$ cat config.mk
export PLATFORM = sky130hd
export DESIGN_NAME = key_debounce
export DESIGN_NICKNAME = d
export VERILOG_FILES = /design/src/rtl/key_pkg.sv /design/src/rtl/sync_2ff.sv /design/src/rtl/key_debounce.sv
export SDC_FILE = /design/constraint.sdc
export NUM_CORES = 1
export LEC_CHECK = 0
export ABC_AREA = 1
export BUFFER_PORTS_ARGS = -buffer_cell sky130_fd_sc_hd__buf_2
export CORE_MARGIN = 8
export CORE_UTILIZATION = 58
export CTS_BUF_LIST = sky130_fd_sc_hd__clkbuf_4 sky130_fd_sc_hd__clkbuf_8
export CTS_CLUSTER_SIZE = 20
export DETAILED_ROUTE_END_ITERATION = 8
export GPL_ROUTABILITY_DRIVEN = 0
export PLACE_DENSITY = 0.87
export SLEW_MARGIN = 20
export SYNTH_ARGS = -nofsm -noshare
export SYNTH_HDL_FRONTEND = slang
export SYNTH_SLANG_ARGS = --single-unit
$ cat constraint.sdc
create_clock -name clk_in -period 2.32 [get_ports clk_in]
set_clock_uncertainty 0.2 [all_clocks]
set_input_delay 0.232 -clock clk_in [delete_from_list [all_inputs] [get_ports clk_in]]
set_output_delay 0.232 -clock clk_in [all_outputs]
set_load 0.05 [all_outputs]
$ cat src/rtl/key_pkg.sv
// Shared definitions for the pushbutton conditioner: FSM state encoding and
// default timing for a 12 MHz clk_in.
package key_pkg;

    typedef enum logic [1:0] {
        IDLE       = 2'd0,
        PRESS_DB   = 2'd1,
        PRESSED    = 2'd2,
        RELEASE_DB = 2'd3
    } key_state_e;

    localparam int DEF_DEBOUNCE_CYCLES   = 240_000;     // 20 ms @ 12 MHz
    localparam int DEF_LONG_PRESS_CYCLES = 12_000_000;  // 1 s @ 12 MHz
    localparam bit DEF_KEY_ACTIVE_LOW    = 1'b1;

endpackage

$ cat src/rtl/sync_2ff.sv
// 1-bit two-flop synchroniser for asynchronous pins; RESET_VAL should be the
// pin's idle level so reset release does not look like an input edge.
module sync_2ff #(
    parameter logic RESET_VAL = 1'b0
) (
    input  logic clk_in,
    input  logic rst_n_in,
    input  logic i_d,
    output logic o_q
);

    logic r_meta;
    logic r_sync;

    always_ff @(posedge clk_in or negedge rst_n_in) begin
        if (!rst_n_in) begin
            r_meta <= RESET_VAL;
            r_sync <= RESET_VAL;
        end else begin
            r_meta <= i_d;
            r_sync <= r_meta;
        end
    end

    assign o_q = r_sync;

endmodule

$ cat src/rtl/key_debounce.sv
// Pushbutton conditioner: synchronise, debounce, and emit press/release/long
// pulses, a debounced level and an LED toggle.
//
// state      | meaning
// IDLE       | key released and stable
// PRESS_DB   | key seen pressed, waiting for DEBOUNCE_CYCLES of stability
// PRESSED    | press accepted, key held
// RELEASE_DB | key seen released, waiting for DEBOUNCE_CYCLES of stability
module key_debounce
    import key_pkg::*;
#(
    parameter int DEBOUNCE_CYCLES   = DEF_DEBOUNCE_CYCLES,
    parameter int LONG_PRESS_CYCLES = DEF_LONG_PRESS_CYCLES,
    parameter bit KEY_ACTIVE_LOW    = DEF_KEY_ACTIVE_LOW
) (
    input  logic clk_in,
    input  logic rst_n_in,
    input  logic key_in,
    output logic key_level,
    output logic key_press,
    output logic key_release,
    output logic key_long,
    output logic led_toggle
);

    localparam int DB_W   = $clog2(DEBOUNCE_CYCLES);
    localparam int HOLD_W = $clog2(LONG_PRESS_CYCLES);

    localparam logic [DB_W-1:0]   DB_LAST   = DB_W'(DEBOUNCE_CYCLES - 1);
    localparam logic [HOLD_W-1:0] HOLD_LAST = HOLD_W'(LONG_PRESS_CYCLES - 1);
    localparam logic              SYNC_RST  = KEY_ACTIVE_LOW ? 1'b1 : 1'b0;

    logic w_key_sync;
    logic w_k;
    logic w_to_idle;

    key_state_e        r_state;
    logic [DB_W-1:0]   r_db_cnt;
    logic [HOLD_W-1:0] r_hold_cnt;
    logic              r_long_done;
    logic              r_level;
    logic              r_press;
    logic              r_release;
    logic              r_long;
    logic              r_led;

    sync_2ff #(
        .RESET_VAL (SYNC_RST)
    ) u_sync_key (
        .clk_in   (clk_in),
        .rst_n_in (rst_n_in),
        .i_d      (key_in),
        .o_q      (w_key_sync)
    );

    assign w_k = KEY_ACTIVE_LOW ? ~w_key_sync : w_key_sync;

    // Release acceptance wins over a long-press pulse landing on the same edge
    assign w_to_idle = (r_state == RELEASE_DB) && !w_k && (r_db_cnt == DB_LAST);

    always_ff @(posedge clk_in or negedge rst_n_in) begin
        if (!rst_n_in) begin
            r_state     <= IDLE;
            r_db_cnt    <= '0;
            r_hold_cnt  <= '0;
            r_long_done <= 1'b0;
            r_level     <= 1'b0;
            r_press     <= 1'b0;
            r_release   <= 1'b0;
            r_long      <= 1'b0;
            r_led       <= 1'b0;
        end else begin
            r_press   <= 1'b0;
            r_release <= 1'b0;
            r_long    <= 1'b0;

            if (r_press) begin
                r_led <= ~r_led;
            end

            case (r_state)
                IDLE: begin
                    if (w_k) begin
                        r_state  <= PRESS_DB;
                        r_db_cnt <= '0;
                    end
                end
                PRESS_DB: begin
                    if (!w_k) begin
                        r_state  <= IDLE;
                        r_db_cnt <= '0;
                    end else if (r_db_cnt == DB_LAST) begin
                        r_state    <= PRESSED;
                        r_hold_cnt <= '0;
                        r_level    <= 1'b1;
                        r_press    <= 1'b1;
                    end else begin
                        r_db_cnt <= r_db_cnt + 1'b1;
                    end
                end
                PRESSED: begin
                    if (!w_k) begin
                        r_state  <= RELEASE_DB;
                        r_db_cnt <= '0;
                    end
                end
                RELEASE_DB: begin
                    if (w_k) begin
                        r_state <= PRESSED;
                    end else if (r_db_cnt == DB_LAST) begin
                        r_state     <= IDLE;
                        r_level     <= 1'b0;
                        r_release   <= 1'b1;
                        r_long_done <= 1'b0;
                    end else begin
                        r_db_cnt <= r_db_cnt + 1'b1;
                    end
                end
                default: begin
                    r_state  <= IDLE;
                    r_db_cnt <= '0;
                    r_level  <= 1'b0;
                end
            endcase

            // Hold time keeps running through release glitches; saturates at the threshold
            if (r_state == PRESSED || r_state == RELEASE_DB) begin
                if (r_hold_cnt != HOLD_LAST) begin
                    r_hold_cnt <= r_hold_cnt + 1'b1;
                end else if (!r_long_done && !w_to_idle) begin
                    r_long      <= 1'b1;
                    r_long_done <= 1'b1;
                end
            end
        end
    end

    assign key_level   = r_level;
    assign key_press   = r_press;
    assign key_release = r_release;
    assign key_long    = r_long;
    assign led_toggle  = r_led;

endmodule

# [After elaboration in Yosys (flattened, before gate mapping)]
# Cells that the tools add are included.
[word_totals] rom_bits=0 word_cells=75 latchBits=0 ramBits=0 register_bits=52 out_inout_bits=5 mem_count=0
[op_classes] addsub=2 eq_ne=13 reduce_logical=11 n_mux=37 multipliers=0 div=0 shift=0 bitwise=1 magnitude_cmp=0
[ops] cell="$mux W24" n=5
[ops] cell="$mux W18" n=5
[ops] cell="$pmux W18 S4" n=1
[ops] cell="$add A24 B1 Y24 const B" n=1
[ops] cell="$ne A24 B24 Y1 const B" n=1
[ops] cell="$add A18 B1 Y18 const B" n=1
[ops] cell="$eq A18 B18 Y1 const B" n=1
[ops] cell="$mux W1" n=18
[ops] cell="$mux W2" n=6
[ops] cell="$pmux W2 S4" n=1
[ops] cell="$ne A2 B1 Y1 const B" n=3
[ops] cell="$ne A2 B2 Y1 const B" n=3
[ops] cell="$reduce_and A5 Y1" n=1
[ops] cell="$eq A2 B2 Y1 const B" n=2
[ops] cell="$reduce_and A4 Y1" n=1
[ops] cell="$logic_and A1 B1 Y1" n=3
[ops] cell="$ne A3 B2 Y1 const B" n=1
[ops] cell="$ne A3 B3 Y1 const B" n=1
[ops] cell="$reduce_and A3 Y1" n=1
[ops] cell="$eq A2 B1 Y1 const B" n=1
[ops] cell="$logic_not A1 Y1" n=2
[ops] cell="$logic_not A2 Y1" n=1
[ops] cell="$pmux W1 S2" n=1
[ops] cell="$reduce_bool A2 Y1" n=1
[ops] cell="other kinds (2)" n=2

# [Longest topological paths before layout]
[depth] depth_word=8 depth_mapped=12

# [Hierarchy]
# From an unflattened synthesis, not the netlist that was laid out.
[hier_totals] hier_cells=500 area_unflattened_um2=3360.7
[by_module_without_submodules] module="key_debounce" cells_per_inst=498 seq_area_each_um2=1251.2 area_each_um2=3308.2 instances=1
[by_module_without_submodules] module="sync_2ff" cells_per_inst=2 seq_area_each_um2=52.6 area_each_um2=52.6 instances=1

# [Least setup slack after synthesis]
# No wires, ideal clock.
[synth_timing] kind="register to register" startpoint="register r_hold_cnt[0]" endpoint="register r_hold_cnt[20]" t_arrival_ns=1.506 required_time_ns=2.003 setup_slack_ns=0.497 path_buffers=1 path_stages_with_launch=12 period_less_slack_ns=1.823 setup_time_ns=0.117 path_cell_list="dfrtp_1 > ha_1 > inv_1 > nor2_2 > nand2_2 > inv_2 > nand3_4 > nand2_4 > buf_12 > nor2_2 > nand3_1 > nand2_1"
[synth_between] elab_chain_len=3
[synth_rtl] element="start, declared" line="key_debounce.sv:39" text="logic [HOLD_W-1:0] r_hold_cnt;"
[synth_rtl] element="start signal, assigned" line="key_debounce.sv:129" text="r_hold_cnt <= r_hold_cnt + 1'b1;"
[synth_rtl] element="$add A24 B1 Y24 / $ne A24 B24 Y1 (equally long branches)" line="key_debounce.sv:129, key_debounce.sv:128"
[synth_rtl] element="$mux W24 *" line="key_debounce.sv:128" text="if (r_hold_cnt != HOLD_LAST) begin"
[synth_rtl] element="$mux W24 *" line="key_debounce.sv:127" text="if (r_state == PRESSED || r_state == RELEASE_DB) begin"
# Every way passes the cells marked *; elsewhere a longest branch is shown, timed or not.
# A chain may end at the register's enable or synchronous reset.

# [Worst setup path in the final report]
[layout_timing] startpoint="register r_hold_cnt[0]" endpoint="register r_hold_cnt[7]"
# The elaborated chain is that of the path after synthesis.

==> out/results.tsv <==
stage	metric	value	unit
min_path	Worst Hold Class	reg2reg	
die	DIE AREA	8720	um2
die	Die Y	93.4	um
sta	Setup-failing EPs final	0	
sta	final-report hold violation count	0	
finish	top flop regs	r_hold_cnt (24), r_db_cnt (18)	
clocking	Clk Latency, worst-skew pair	0.31	ns
clocking	CTS tree	yes	
logic_synthesis	Post-Syn Area	3470	um2
route	vias per inst	5.69	
route	Routed WL	8210	um
critical_path	CP Max Fanout	14	
finish	number of flip-flops in the largest register	24	
logic_synthesis	synthesized net count	520	
critical_path	R2R cell count	11	
min_path	hold path depth	0	
sta	crit share post-route	91.7	%
pwr	Power Density	671	nW/um2
clocking	Num Clock Sinks	52	
global_routing	first-pass GRT wire length	14200	um
placement	I/O Buffers	7	
route	DRT Pass-1 Iters	5	
global_routing	global route total overflow	0	
sta	RSZ-0062 raised after global routing	false	
route	via count	3436	
global_routing	initial antenna violation count	0	
sta	worst slew pin tran	0.647	ns
run_status	outcome	finished, final reports clean	
die	die width	93.4	um
sta	Final min period	2.13	ns
finish	ant diodes	0	
sta	Relative slew margins	56.8	%
critical_path	Worst Path Arrival	2.18	ns
finish	nets@finish	533	
global_routing	vias in the first global route	3113	
logic_synthesis	syn avg cell area	6.74	um2
clocking	clock-pin slew on the worst setup and hold paths	0.09	ns
pwr	peak supply drop	512	uV
placement	post-detail-place hpwl	6110	um
route	WL per Instance	13.6	um
die	Starting Density	59.3	%
sta	Fin Setup TNS	0	ns
critical_path	crit end category	flop	
logic_synthesis	yosys warns	0	
finish	layout cells sized above 1	9.83	%
clocking	Clock Tree Root	clkbuf_8	
global_routing	gr usage total	19.9	%
clocking	number of CTS-inserted buffers	5	
pwr	Lkg Pwr	1.80	nW
die	IO Count	8	
global_routing	pin count of the biggest net entering global routing	28	
critical_path	CP Data Required Time	2.38	ns
logic_synthesis	Seq/Total Area, Yosys	37.5	%
clocking	CTS max path bufs	2	
logic_synthesis	cell count after synthesis	515	
finish	register bank with the most flops	r_hold_cnt	
logic_synthesis	post-synthesis register bit count	52	
sta	final hold slack	0.164	ns
finish	Area Overhead vs Synth	7.42	%
route	drt drc	0	
sta	Final Max Tran Viols	0	
route	initial DRC count	286	
logic_synthesis	Netlist cell types	38	
die	Cell Rows	28	
clocking	post-cts resize count	0	
critical_path	Critical Path Source Type	flop	
route	Antenna Violating Nets Remaining	0	
die	Core Area	5850	um2
critical_path	critical setup path kind	reg2reg	
clocking	H-tree levels	2	
run	max cap viols	0	
sta	Max Clk Rate	0.470	GHz
## per-layer routing
metal | vias to the layer above | GRT usage, % | part of all wire (%) | wire length [um]
met5 | - | 0 | 0 | 0
met4 | 0 | 8.72 | 2.8 | 233
met3 | 28 | 4.57 | 9.2 | 752
met2 | 187 | 29.5 | 44 | 3630
met1 | 1567 | 27.0 | 44 | 3590
li1 | 1654 | - | - | -
## worst max-delay path, cell delays in order, from the launching register on
cell	delay (ns)
dfrtp_1	0.44
ha_1	0.24
inv_1	0.10
nor2_2	0.16
nand2_2	0.11
inv_2	0.10
nand3_4	0.16
nand2_4	0.22
inv_1	0.14
nand3_1	0.09
nand2_1	0.06
inv_1	0.05
## what timing repair did
action                                 CTS  global route
endpoints found under the hold margin   24             0
setup endpoints to repair                0             1
hold buffers                             2             0
buffers inserted                         0             1
## kinds of logic after synthesis
family                     synth area share (%)
AOI/OAI and AO/OA                          6.02
adders and majority gates                 0.721
DFF                                        37.5
xor gates and xnor gates                   2.27
and+or+nand+nor                            43.5
buffers and inverters                      9.98
## area by class of cell
cell class	instances	area, um2
Tap cell	75	93.8
Clock inverter	3	42.5
Sequential cell	52	1300
Timing Repair Buffer	15	125
Multi-Input combinational cell	381	1820
Clock buffer	5	68.8
Inverter	73	274
Fill cell	495	2120
## cells in the final DEF (no fill, tap or decap), types with 5 or more instances in the layout
cell type  count
nand2_1      156
nor2_1        79
inv_1         67
dfrtp_1       50
nand3_1       49
nand4_1       23
o21ai_0       14
nor3_1         7
xor2_1         7
buf_2          7
inv_2          6
o21ai_2        6
a21oi_1        5
clkbuf_8       5
## worst paths after layout
kind | start | to | slack [ns]
worst min register to register | u_sync_key.r_meta | u_sync_key.o_q | 0.16
max in group asynchronous | rst_n_in | r_hold_cnt[7] | 1.09
worst max-delay path | r_hold_cnt[0] | r_hold_cnt[7] | 0.19
min in group asynchronous | rst_n_in | r_db_cnt[9] | 0.27
worst min-delay path | u_sync_key.r_meta | u_sync_key.o_q | 0.16
worst max register to register | r_hold_cnt[0] | r_hold_cnt[7] | 0.19
## stage by stage
stage               worst slack [ns]  utilization, %  area [um2]  instances  power, mW
finish                         0.193            63.8        3730        604       2.50
global route                 0.00841            63.8        3730        604       2.68
CTS                            0.191            63.4        3710        603       2.46
detailed placement             0.212            61.2        3580        593       1.83
global placement               0.303            61.2        3580        593       1.79
floorplan                      0.497               -        3470        515       1.73
## synth_stat cells (all sizes together)
cell type,n,share of area [%]
inv,73,7.9
ha,2,0.72
nand2,161,18
nand4,24,4.5
nor2,83,9.4
a21o,1,0.22
xnor2,2,0.50
and3,2,0.36
o22ai,1,0.18
o211ai,1,0.22
clkbuf,1,0.40
nor3b,2,0.58
o21ai,22,3.8
nor3,8,1.3
or2,1,0.18
xor2,7,1.8
nand3,53,8.6
buf,8,1.7
a21oi,5,0.72
nand3b,2,0.43
o21bai,4,0.86
dfstp,2,1.5
dfrtp,50,36
## power by group
group | internal, mW | total, mW | leakage [nW] | switching (mW)
Sequential | 0.997 | 1.09 | 0.699 | 0.0979
Clock | 0.320 | 0.632 | 0.0541 | 0.313
Combinational | 0.252 | 0.775 | 1.04 | 0.523
No activity file was read; power rests on OpenSTA's default activity.
